`src/rtl/csc_enc_deadlock_scan_ctrl_if.sv`:
```
`default_nettype none
// ---------------------------------------------------------------------------
// csc_enc_deadlock_scan_ctrl_if : deadlock report valid/ready channel
// Rev 1.0
// ---------------------------------------------------------------------------
interface csc_enc_deadlock_scan_ctrl_if #(
  parameter int NUM_MON = 4,
  parameter int CYC_W   = 16
);
  localparam int IDX_W = (NUM_MON > 1) ? $clog2(NUM_MON) : 1;

  logic             rpt_valid;
  logic             rpt_ready;
  logic [IDX_W-1:0] rpt_idx;
  logic [CYC_W-1:0] rpt_cycles;

  modport master (output rpt_valid, rpt_idx, rpt_cycles, input rpt_ready);
  modport slave  (input rpt_valid, rpt_idx, rpt_cycles, output rpt_ready);
endinterface
`default_nettype wire

```
`src/rtl/csc_enc_deadlock_scan_ctrl.sv`:
```
`default_nettype none
// ---------------------------------------------------------------------------
// csc_enc_deadlock_scan_ctrl : persistence-qualified deadlock detector with
// round-robin per-monitor report serializer. Option: CSC_ENC_DL_STICKY_EN.
// Rev 1.0
// ---------------------------------------------------------------------------
module csc_enc_deadlock_scan_ctrl #(
  parameter int NUM_MON = 4,
  parameter int THRESH  = 16,
  parameter int CYC_W   = 16
) (
  input  wire logic               clock,
  input  wire logic               reset,
  input  wire logic               enable_i,
  input  wire logic               clear_i,
  input  wire logic [NUM_MON-1:0] mon_block_i,
  output logic                    dl_flag_o,
  csc_enc_deadlock_scan_ctrl_if.master rpt
);
  localparam int IDX_W = (NUM_MON > 1) ? $clog2(NUM_MON) : 1;
  localparam logic [IDX_W-1:0]   IDX_ONE  = 1;
  localparam logic [IDX_W-1:0]   IDX_LAST = IDX_W'(NUM_MON - 1);
  localparam logic [CYC_W-1:0]   CYC_ONE  = 1;
  localparam logic [NUM_MON-1:0] SNAP_ONE = 1;
  localparam logic [7:0]         PERSIST_LAST = 8'(THRESH - 1);

  typedef enum logic [2:0] {
    ST_IDLE   = 3'd0,
    ST_WATCH  = 3'd1,
    ST_SCAN   = 3'd2,
    ST_REPORT = 3'd3,
    ST_HOLD   = 3'd4
  } state_e;

  state_e             state_q, state_d;
  logic [7:0]         persist_q, persist_d;
  logic [CYC_W-1:0]   stall_q, stall_d;
  logic [NUM_MON-1:0] snap_q, snap_d;
  logic [IDX_W-1:0]   ptr_q, ptr_d;
  logic [IDX_W-1:0]   idx_q, idx_d;
  logic [CYC_W-1:0]   cyc_q, cyc_d;
  logic               dl_q, valid_q;
  logic               xfer;
  logic [NUM_MON-1:0] snap_after_xfer;

  assign xfer            = (state_q == ST_REPORT) && rpt.rpt_ready;
  assign snap_after_xfer = snap_q & ~(SNAP_ONE << idx_q);

  always_comb begin
    state_d   = state_q;
    persist_d = persist_q;
    snap_d    = snap_q;
    ptr_d     = ptr_q;
    idx_d     = idx_q;
    cyc_d     = cyc_q;
    case (state_q)
      ST_IDLE: begin
        persist_d = 8'd0;
        if (enable_i && (|mon_block_i)) begin
          state_d   = ST_WATCH;
          persist_d = 8'd1;
        end
      end
      ST_WATCH: begin
        if (!enable_i || !(|mon_block_i)) begin
          state_d = ST_IDLE;
        end else if (persist_q == PERSIST_LAST) begin
          snap_d  = mon_block_i;
          state_d = ST_SCAN;
        end else begin
          persist_d = persist_q + 8'd1;
        end
      end
      ST_SCAN: begin
        if (snap_q[ptr_q]) begin
          idx_d   = ptr_q;
          cyc_d   = stall_q;
          state_d = ST_REPORT;
        end else begin
          ptr_d = (ptr_q == IDX_LAST) ? '0 : ptr_q + IDX_ONE;
        end
      end
      ST_REPORT: begin
        if (xfer) begin
          snap_d  = snap_after_xfer;
          ptr_d   = (idx_q == IDX_LAST) ? '0 : idx_q + IDX_ONE;
          state_d = (|snap_after_xfer) ? ST_SCAN : ST_HOLD;
        end
      end
      ST_HOLD: begin
`ifndef CSC_ENC_DL_STICKY_EN
        if (!(|mon_block_i)) state_d = ST_IDLE;
`endif
      end
      default: state_d = ST_IDLE;
    endcase

    // A transfer coinciding with clear still retires its bit and moves ptr.
    if (clear_i) begin
      state_d   = ST_IDLE;
      persist_d = 8'd0;
      if (state_q != ST_REPORT) begin
        ptr_d = ptr_q;
        idx_d = idx_q;
        cyc_d = cyc_q;
      end
    end

    stall_d = (state_d == ST_IDLE) ? '0 :
              ((stall_q == '1) ? stall_q : stall_q + CYC_ONE);
  end

  always_ff @(posedge clock) begin
    if (reset) begin
      state_q   <= ST_IDLE;
      persist_q <= 8'd0;
      stall_q   <= '0;
      snap_q    <= '0;
      ptr_q     <= '0;
      idx_q     <= '0;
      cyc_q     <= '0;
      dl_q      <= 1'b0;
      valid_q   <= 1'b0;
    end else begin
      state_q   <= state_d;
      persist_q <= persist_d;
      stall_q   <= stall_d;
      snap_q    <= snap_d;
      ptr_q     <= ptr_d;
      idx_q     <= idx_d;
      cyc_q     <= cyc_d;
      dl_q      <= (state_d == ST_SCAN) || (state_d == ST_REPORT) || (state_d == ST_HOLD);
      valid_q   <= (state_d == ST_REPORT);
    end
  end

  assign dl_flag_o      = dl_q;
  assign rpt.rpt_valid  = valid_q;
  assign rpt.rpt_idx    = idx_q;
  assign rpt.rpt_cycles = cyc_q;
endmodule
`default_nettype wire

```
`src/flat_wrapper.sv`:
```
// flat-port wrapper written by rule: the top's interface ports become plain ports
module csc_enc_deadlock_scan_ctrl_flat 
#(
  parameter int NUM_MON = 4,
  parameter int THRESH  = 16,
  parameter int CYC_W   = 16
)
  (clock, reset, enable_i, clear_i, mon_block_i, dl_flag_o, rpt_rpt_valid, rpt_rpt_idx, rpt_rpt_cycles, rpt_rpt_ready);
  csc_enc_deadlock_scan_ctrl_if #(.NUM_MON(NUM_MON), .CYC_W(CYC_W)) rpt_i ();
  input  wire logic clock;
  input  wire logic reset;
  input  wire logic enable_i;
  input  wire logic clear_i;
  input  wire logic [NUM_MON-1:0] mon_block_i;
  output logic dl_flag_o;
  output wire logic [$bits(rpt_i.rpt_valid)-1:0] rpt_rpt_valid;
  output wire logic [$bits(rpt_i.rpt_idx)-1:0] rpt_rpt_idx;
  output wire logic [$bits(rpt_i.rpt_cycles)-1:0] rpt_rpt_cycles;
  input wire logic [$bits(rpt_i.rpt_ready)-1:0] rpt_rpt_ready;
  assign rpt_rpt_valid = rpt_i.rpt_valid;
  assign rpt_rpt_idx = rpt_i.rpt_idx;
  assign rpt_rpt_cycles = rpt_i.rpt_cycles;
  assign rpt_i.rpt_ready = rpt_rpt_ready;
  csc_enc_deadlock_scan_ctrl #(.NUM_MON(NUM_MON), .THRESH(THRESH), .CYC_W(CYC_W)) u_core (.clock(clock), .reset(reset), .enable_i(enable_i), .clear_i(clear_i), .mon_block_i(mon_block_i), .dl_flag_o(dl_flag_o), .rpt(rpt_i));
endmodule
```
`config.mk`:
```
export PLATFORM = sky130hd
export DESIGN_NAME = csc_enc_deadlock_scan_ctrl_flat
export DESIGN_NICKNAME = d
export VERILOG_FILES = /design/src/rtl/csc_enc_deadlock_scan_ctrl_if.sv /design/src/rtl/csc_enc_deadlock_scan_ctrl.sv /design/src/flat_wrapper.sv
export SDC_FILE = /design/constraint.sdc
export NUM_CORES = 1
export LEC_CHECK = 0
export CORE_MARGIN = 5
export CORE_UTILIZATION = 54
export CTS_BUF_LIST = sky130_fd_sc_hd__clkbuf_4
export DETAILED_ROUTE_END_ITERATION = 7
export PLACE_DENSITY = 0.83
export SETUP_SLACK_MARGIN = 0.2
export SYNTH_ARGS = -nofsm -noshare
export SYNTH_HDL_FRONTEND = slang
export SYNTH_SLANG_ARGS = --single-unit
```
`constraint.sdc`:
```
create_clock -name clock -period 2.3 [get_ports clock]
set_input_delay 0.46 -clock clock [delete_from_list [all_inputs] [get_ports clock]]
set_output_delay 0.46 -clock clock [all_outputs]
set_load 0.005 [all_outputs]
```
==> report_table.html <==
<table>
<tr><th>Metric</th><th>Value</th></tr>
<tr><th colspan="2">Global routing</th></tr>
<tr><td>Maximum number of pins on one net before global-route repair</td><td>28</td></tr>
<tr><td>Global routing usage summed across all routing layers</td><td>0.1614</td></tr>
<tr><td>First-pass GRT wire length</td><td>8217 um</td></tr>
<tr><td>Congestion Overflow GR</td><td>0</td></tr>
<tr><td>Antenna violations before repair</td><td>0</td></tr>
<tr><td>Global route hottest layer</td><td>met2</td></tr>
<tr><td>Met3 Usage GRT</td><td>0.03356</td></tr>
<tr><td>Global-route track usage on met1</td><td>0.2250</td></tr>
<tr><td>Vias in the first global route</td><td>1838</td></tr>
<tr><td>Met2 Usage GRT</td><td>0.2437</td></tr>
<tr><th colspan="2">STA</th></tr>
<tr><td>Crit path setup slack, layout</td><td>0.4543 ns</td></tr>
<tr><td>Number of failing setup endpoints in the final timing report</td><td>0</td></tr>
<tr><td>Pins Over Slew Limit</td><td>0</td></tr>
<tr><td>Final-report hold violation count</td><td>0</td></tr>
<tr><td>RSZ-0062 raised after global routing</td><td>false</td></tr>
<tr><td>Fin Clk Skew</td><td>0.009791 ns</td></tr>
<tr><td>Maximum clock frequency</td><td>541.8 MHz</td></tr>
<tr><td>Shortest period the worst path allows</td><td>1.846 ns</td></tr>
<tr><td>Crit share post-route</td><td>0.8025</td></tr>
<tr><td>Worst slew margin relative to its limit</td><td>0.5542</td></tr>
<tr><td>Worst Max-Slew Pin Slew</td><td>0.6617 ns</td></tr>
<tr><td>Total negative slack</td><td>0 ns</td></tr>
<tr><th colspan="2">Pwr</th></tr>
<tr><td>Worst IR drop on VDD</td><td>345.3 uV</td></tr>
<tr><td>Pwr/cell area</td><td>484.4 nW/um2</td></tr>
<tr><td>Leakage power</td><td>1.159 nW</td></tr>
<tr><td>Design Power</td><td>1.402 mW</td></tr>
<tr><th colspan="2">Yosys</th></tr>
<tr><td>Synth Net Count</td><td>299</td></tr>
<tr><td>Number of synthesized flops with an enable pin</td><td>0</td></tr>
<tr><td>Yosys warnings</td><td>0</td></tr>
<tr><td>Share of flip-flops with an asynchronous set or reset after synthesis</td><td>0</td></tr>
<tr><td>Proportion of synthesized area in mux cells</td><td>0.1013</td></tr>
<tr><td>Share of the synthesized netlist area taken by xor and xnor gates</td><td>0.03174</td></tr>
<tr><td>Area leader, netlist</td><td>sky130_fd_sc_hd__dfxtp_1</td></tr>
<tr><td>Main combinational cell family by area after synthesis</td><td>simple AND/OR/NAND/NOR gates</td></tr>
<tr><td>Largest cells by area after synthesis</td><td>sky130_fd_sc_hd__dfxtp_1 43%, sky130_fd_sc_hd__mux2i_1 9.7%, sky130_fd_sc_hd__nor2_1 6.5%, sky130_fd_sc_hd__nand3_1 4.0%, sky130_fd_sc_hd__a21oi_1 3.8%</td></tr>
<tr><td>Synthesized-area fraction occupied by ao, oa, aoi and oai cells</td><td>0.1149</td></tr>
<tr><td>Post-synthesis sequential element count</td><td>53</td></tr>
<tr><td>Sequential share of the synthesized area</td><td>0.4272</td></tr>
<tr><td>Per-instance average area after synthesis</td><td>8.776 um2</td></tr>
<tr><td>Synth Flop Type</td><td>sky130_fd_sc_hd__dfxtp_1</td></tr>
<tr><td>Post-synthesis share of cell area spent on full adders, half adders and majority gates</td><td>0.03526</td></tr>
<tr><td>Area share of the largest cell type after synthesis</td><td>0.4272</td></tr>
<tr><td>Post-Synth Simple-Gate Area</td><td>0.2615</td></tr>
<tr><td>Cell area after technology mapping</td><td>2484 um2</td></tr>
<tr><td>Gate count after technology mapping</td><td>283</td></tr>
<tr><td>Number of distinct library cells after synthesis</td><td>40</td></tr>
<tr><th colspan="2">Setup path</th></tr>
<tr><td>Kind of critical path</td><td>in2reg</td></tr>
<tr><td>Category of the worst setup path capture point</td><td>flop</td></tr>
<tr><td>Minimum setup slack among reg-to-reg paths</td><td>0.48 ns</td></tr>
<tr><td>Highest fanout seen on the critical path</td><td>5</td></tr>
<tr><td>WP data required</td><td>2.58 ns</td></tr>
<tr><td>Launching element type of the critical path</td><td>primary input</td></tr>
<tr><td>Data arrival, critical path</td><td>2.12 ns</td></tr>
<tr><th colspan="2">Clocking</th></tr>
<tr><td>Clk sinks</td><td>53</td></tr>
<tr><td>CTS Buf Count</td><td>5</td></tr>
<tr><td>Clock transition at path regs</td><td>0.15 ns</td></tr>
<tr><td>Clock buffer depth</td><td>2</td></tr>
<tr><td>CTS tree</td><td>done</td></tr>
<tr><td>Clock latency reported for the late side of the worst-skew pair</td><td>0.37 ns</td></tr>
<tr><td>Hold buffer count at CTS</td><td>0</td></tr>
<tr><td>Clk Tree Root Cell</td><td>sky130_fd_sc_hd__clkbuf_4</td></tr>
<tr><td>Deepest level of the CTS H-tree</td><td>2</td></tr>
<tr><td>Post-CTS Setup Inserts</td><td>0</td></tr>
<tr><td>Post-cts resize count</td><td>0</td></tr>
<tr><th colspan="2">Final layout</th></tr>
<tr><td>Signed area change from the synthesized netlist to the final layout</td><td>16.52%</td></tr>
<tr><td>Nets@finish</td><td>330</td></tr>
<tr><td>Most frequent standard cell in the layout excluding fill and tap cells</td><td>sky130_fd_sc_hd__dfxtp_1</td></tr>
<tr><td>Most used cells in the layout excluding fill and tap cells</td><td>53 x sky130_fd_sc_hd__dfxtp_1, 43 x sky130_fd_sc_hd__nor2_1, 28 x sky130_fd_sc_hd__clkdlybuf4s50_1, 24 x sky130_fd_sc_hd__mux2i_1</td></tr>
<tr><td>Layout cell share with drive strength beyond 1</td><td>0.08254</td></tr>
<tr><td>Ant diodes</td><td>0</td></tr>
<tr><th colspan="2">Routing</th></tr>
<tr><td>Remaining routing DRC violations</td><td>0</td></tr>
<tr><td>Number of antenna-violating nets in the routed design</td><td>0</td></tr>
<tr><td>Count of TritonRoute iterations in the first routing pass</td><td>5</td></tr>
<tr><td>Post-detailed-route wirelength per cell</td><td>13.57 um</td></tr>
<tr><td>DR vias</td><td>2091</td></tr>
<tr><td>Vias per Instance</td><td>5.698</td></tr>
<tr><td>Sum of routed wire length over all layers</td><td>4982 um</td></tr>
<tr><td>Initial drt markers</td><td>161</td></tr>
<tr><th colspan="2">Placed design</th></tr>
<tr><td>Pre-CTS setup slack</td><td>0.05809 ns</td></tr>
<tr><td>Detail Placement HPWL</td><td>3606 um</td></tr>
<tr><td>Port Buffers</td><td>28</td></tr>
<tr><td>Routability congestion estimate from global placement</td><td>0.7986</td></tr>
<tr><th colspan="2">Die</th></tr>
<tr><td>Placeable Area</td><td>4414 um2</td></tr>
<tr><td>Total I/O pin count</td><td>29</td></tr>
<tr><td>Die footprint</td><td>6056 um2</td></tr>
<tr><td>Number of placement rows</td><td>24</td></tr>
<tr><td>Vertical die dimension</td><td>77.82 um</td></tr>
<tr><td>Die W</td><td>77.82 um</td></tr>
<tr><td>Starting Density</td><td>0.5626</td></tr>
<tr><th colspan="2">Status</th></tr>
<tr><td>Run status</td><td>completed</td></tr>
<tr><th colspan="2">Job</th></tr>
<tr><td>Max-Cap Viols</td><td>0</td></tr>
<tr><th colspan="2">Min path</th></tr>
<tr><td>Worst min-delay path category</td><td>reg2reg</td></tr>
</table>
[through the flow]
| stage | instance area (um2) | utilization | std cells | hold WS [ns] |
|---|---|---|---|---|
| 2_1_floorplan | 2484 | - | 283 | 0.4584 |
| 3_3_place_gp | 2839 | 0.6431 | 359 | 0.4718 |
| 3_5_place_dp | 2839 | 0.6431 | 359 | 0.4877 |
| 4_1_cts | 2894 | 0.6556 | 367 | 0.5085 |
| 5_1_grt | 2894 | 0.6556 | 367 | 0.5357 |
| 6_report | 2894 | 0.6556 | 367 | 0.5127 |
[cells in the mapped netlist, drive strengths merged, types with 2 or more instances]
library cell / instances
nor3: 9
and3: 6
nand2: 21
or3: 4
xnor2: 7
nand4: 4
dfxtp: 53
clkbuf: 6
nand3: 20
o21ai: 9
ha: 7
buf: 4
and4: 3
inv: 6
mux2i: 24
a21oi: 19
nor2: 44
a311oi: 2
nor4: 3
a31oi: 7
or4: 2
xor2: 2
nand2b: 3
nor2b: 5
a21o: 2
a211oi: 4
[where the power goes]
group	switching [mW]	leakage, nW	total (mW)	internal, mW
sequential	0.00260	0.427	0.923	0.921
combinational	0.0364	0.697	0.0645	0.0281
clock	0.285	0.0354	0.414	0.129
[cells by family (layout without fill, tap and decap cells)]
family	after synthesis	count (layout)
xor+xnor	9	9
flops	53	53
buf+inv	16	48
simple gates	126	126
fa+ha+maj	7	7
mux	25	25
compound gates	47	47
[path summary, 6_finish.rpt]
path | start | to | depth (start not counted)
worst max-delay path | mon_block_i[1] | u_core.rpt.rpt_valid$_SDFF_PP0_ | 6
worst min-delay path | u_core.rpt.rpt_cycles[8]$_SDFFE_PP0P_ | u_core.rpt.rpt_cycles[8]$_SDFFE_PP0P_ | 2
worst max register to register | u_core.stall_q[1]$_SDFFE_PP0P_ | u_core.stall_q[7]$_SDFFE_PP0P_ | 6
worst min register to register | u_core.rpt.rpt_cycles[8]$_SDFFE_PP0P_ | u_core.rpt.rpt_cycles[8]$_SDFFE_PP0P_ | 2
[metal layers]
layer | share of wire | vias to the layer above | routed length, um
met2 | 0.44 | 63 | 2197
met4 | 0.014 | 0 | 72
met5 | 0 | - | 0
met3 | 0.064 | 8 | 318
li1 | - | 1069 | -
met1 | 0.48 | 951 | 2394
[critical path, cell delays in order]
cell and delay (ns):
sky130_fd_sc_hd__clkdlybuf4s50_1 0.42, sky130_fd_sc_hd__or4_4 0.58, sky130_fd_sc_hd__and3_1 0.21, sky130_fd_sc_hd__and3_1 0.22, sky130_fd_sc_hd__nor2_1 0.18, sky130_fd_sc_hd__nor3_2 0.06
[registers in the layout (all words and copies together) (netlist names)]
register               count
u_core.ptr_q               2
u_core.state_q             3
u_core.persist_q           8
u_core.dl_flag_o           1
u_core.rpt.rpt_idx         2
u_core.rpt.rpt_valid       1
u_core.rpt.rpt_cycles     16
u_core.snap_q              4
u_core.stall_q            16
[area by class of cell]
cell class / instances / area, um2
Clock buffer: 6 / 45.04
Clock inverter: 2 / 10.01
Fill cell: 369 / 1520
Inverter: 6 / 22.52
Multi-Input combinational cell: 214 / 1353
Sequential cell: 53 / 1061
Tap cell: 52 / 65.06
Timing Repair Buffer: 34 / 337.8
Note: power is estimated with default switching activity, not from simulation.
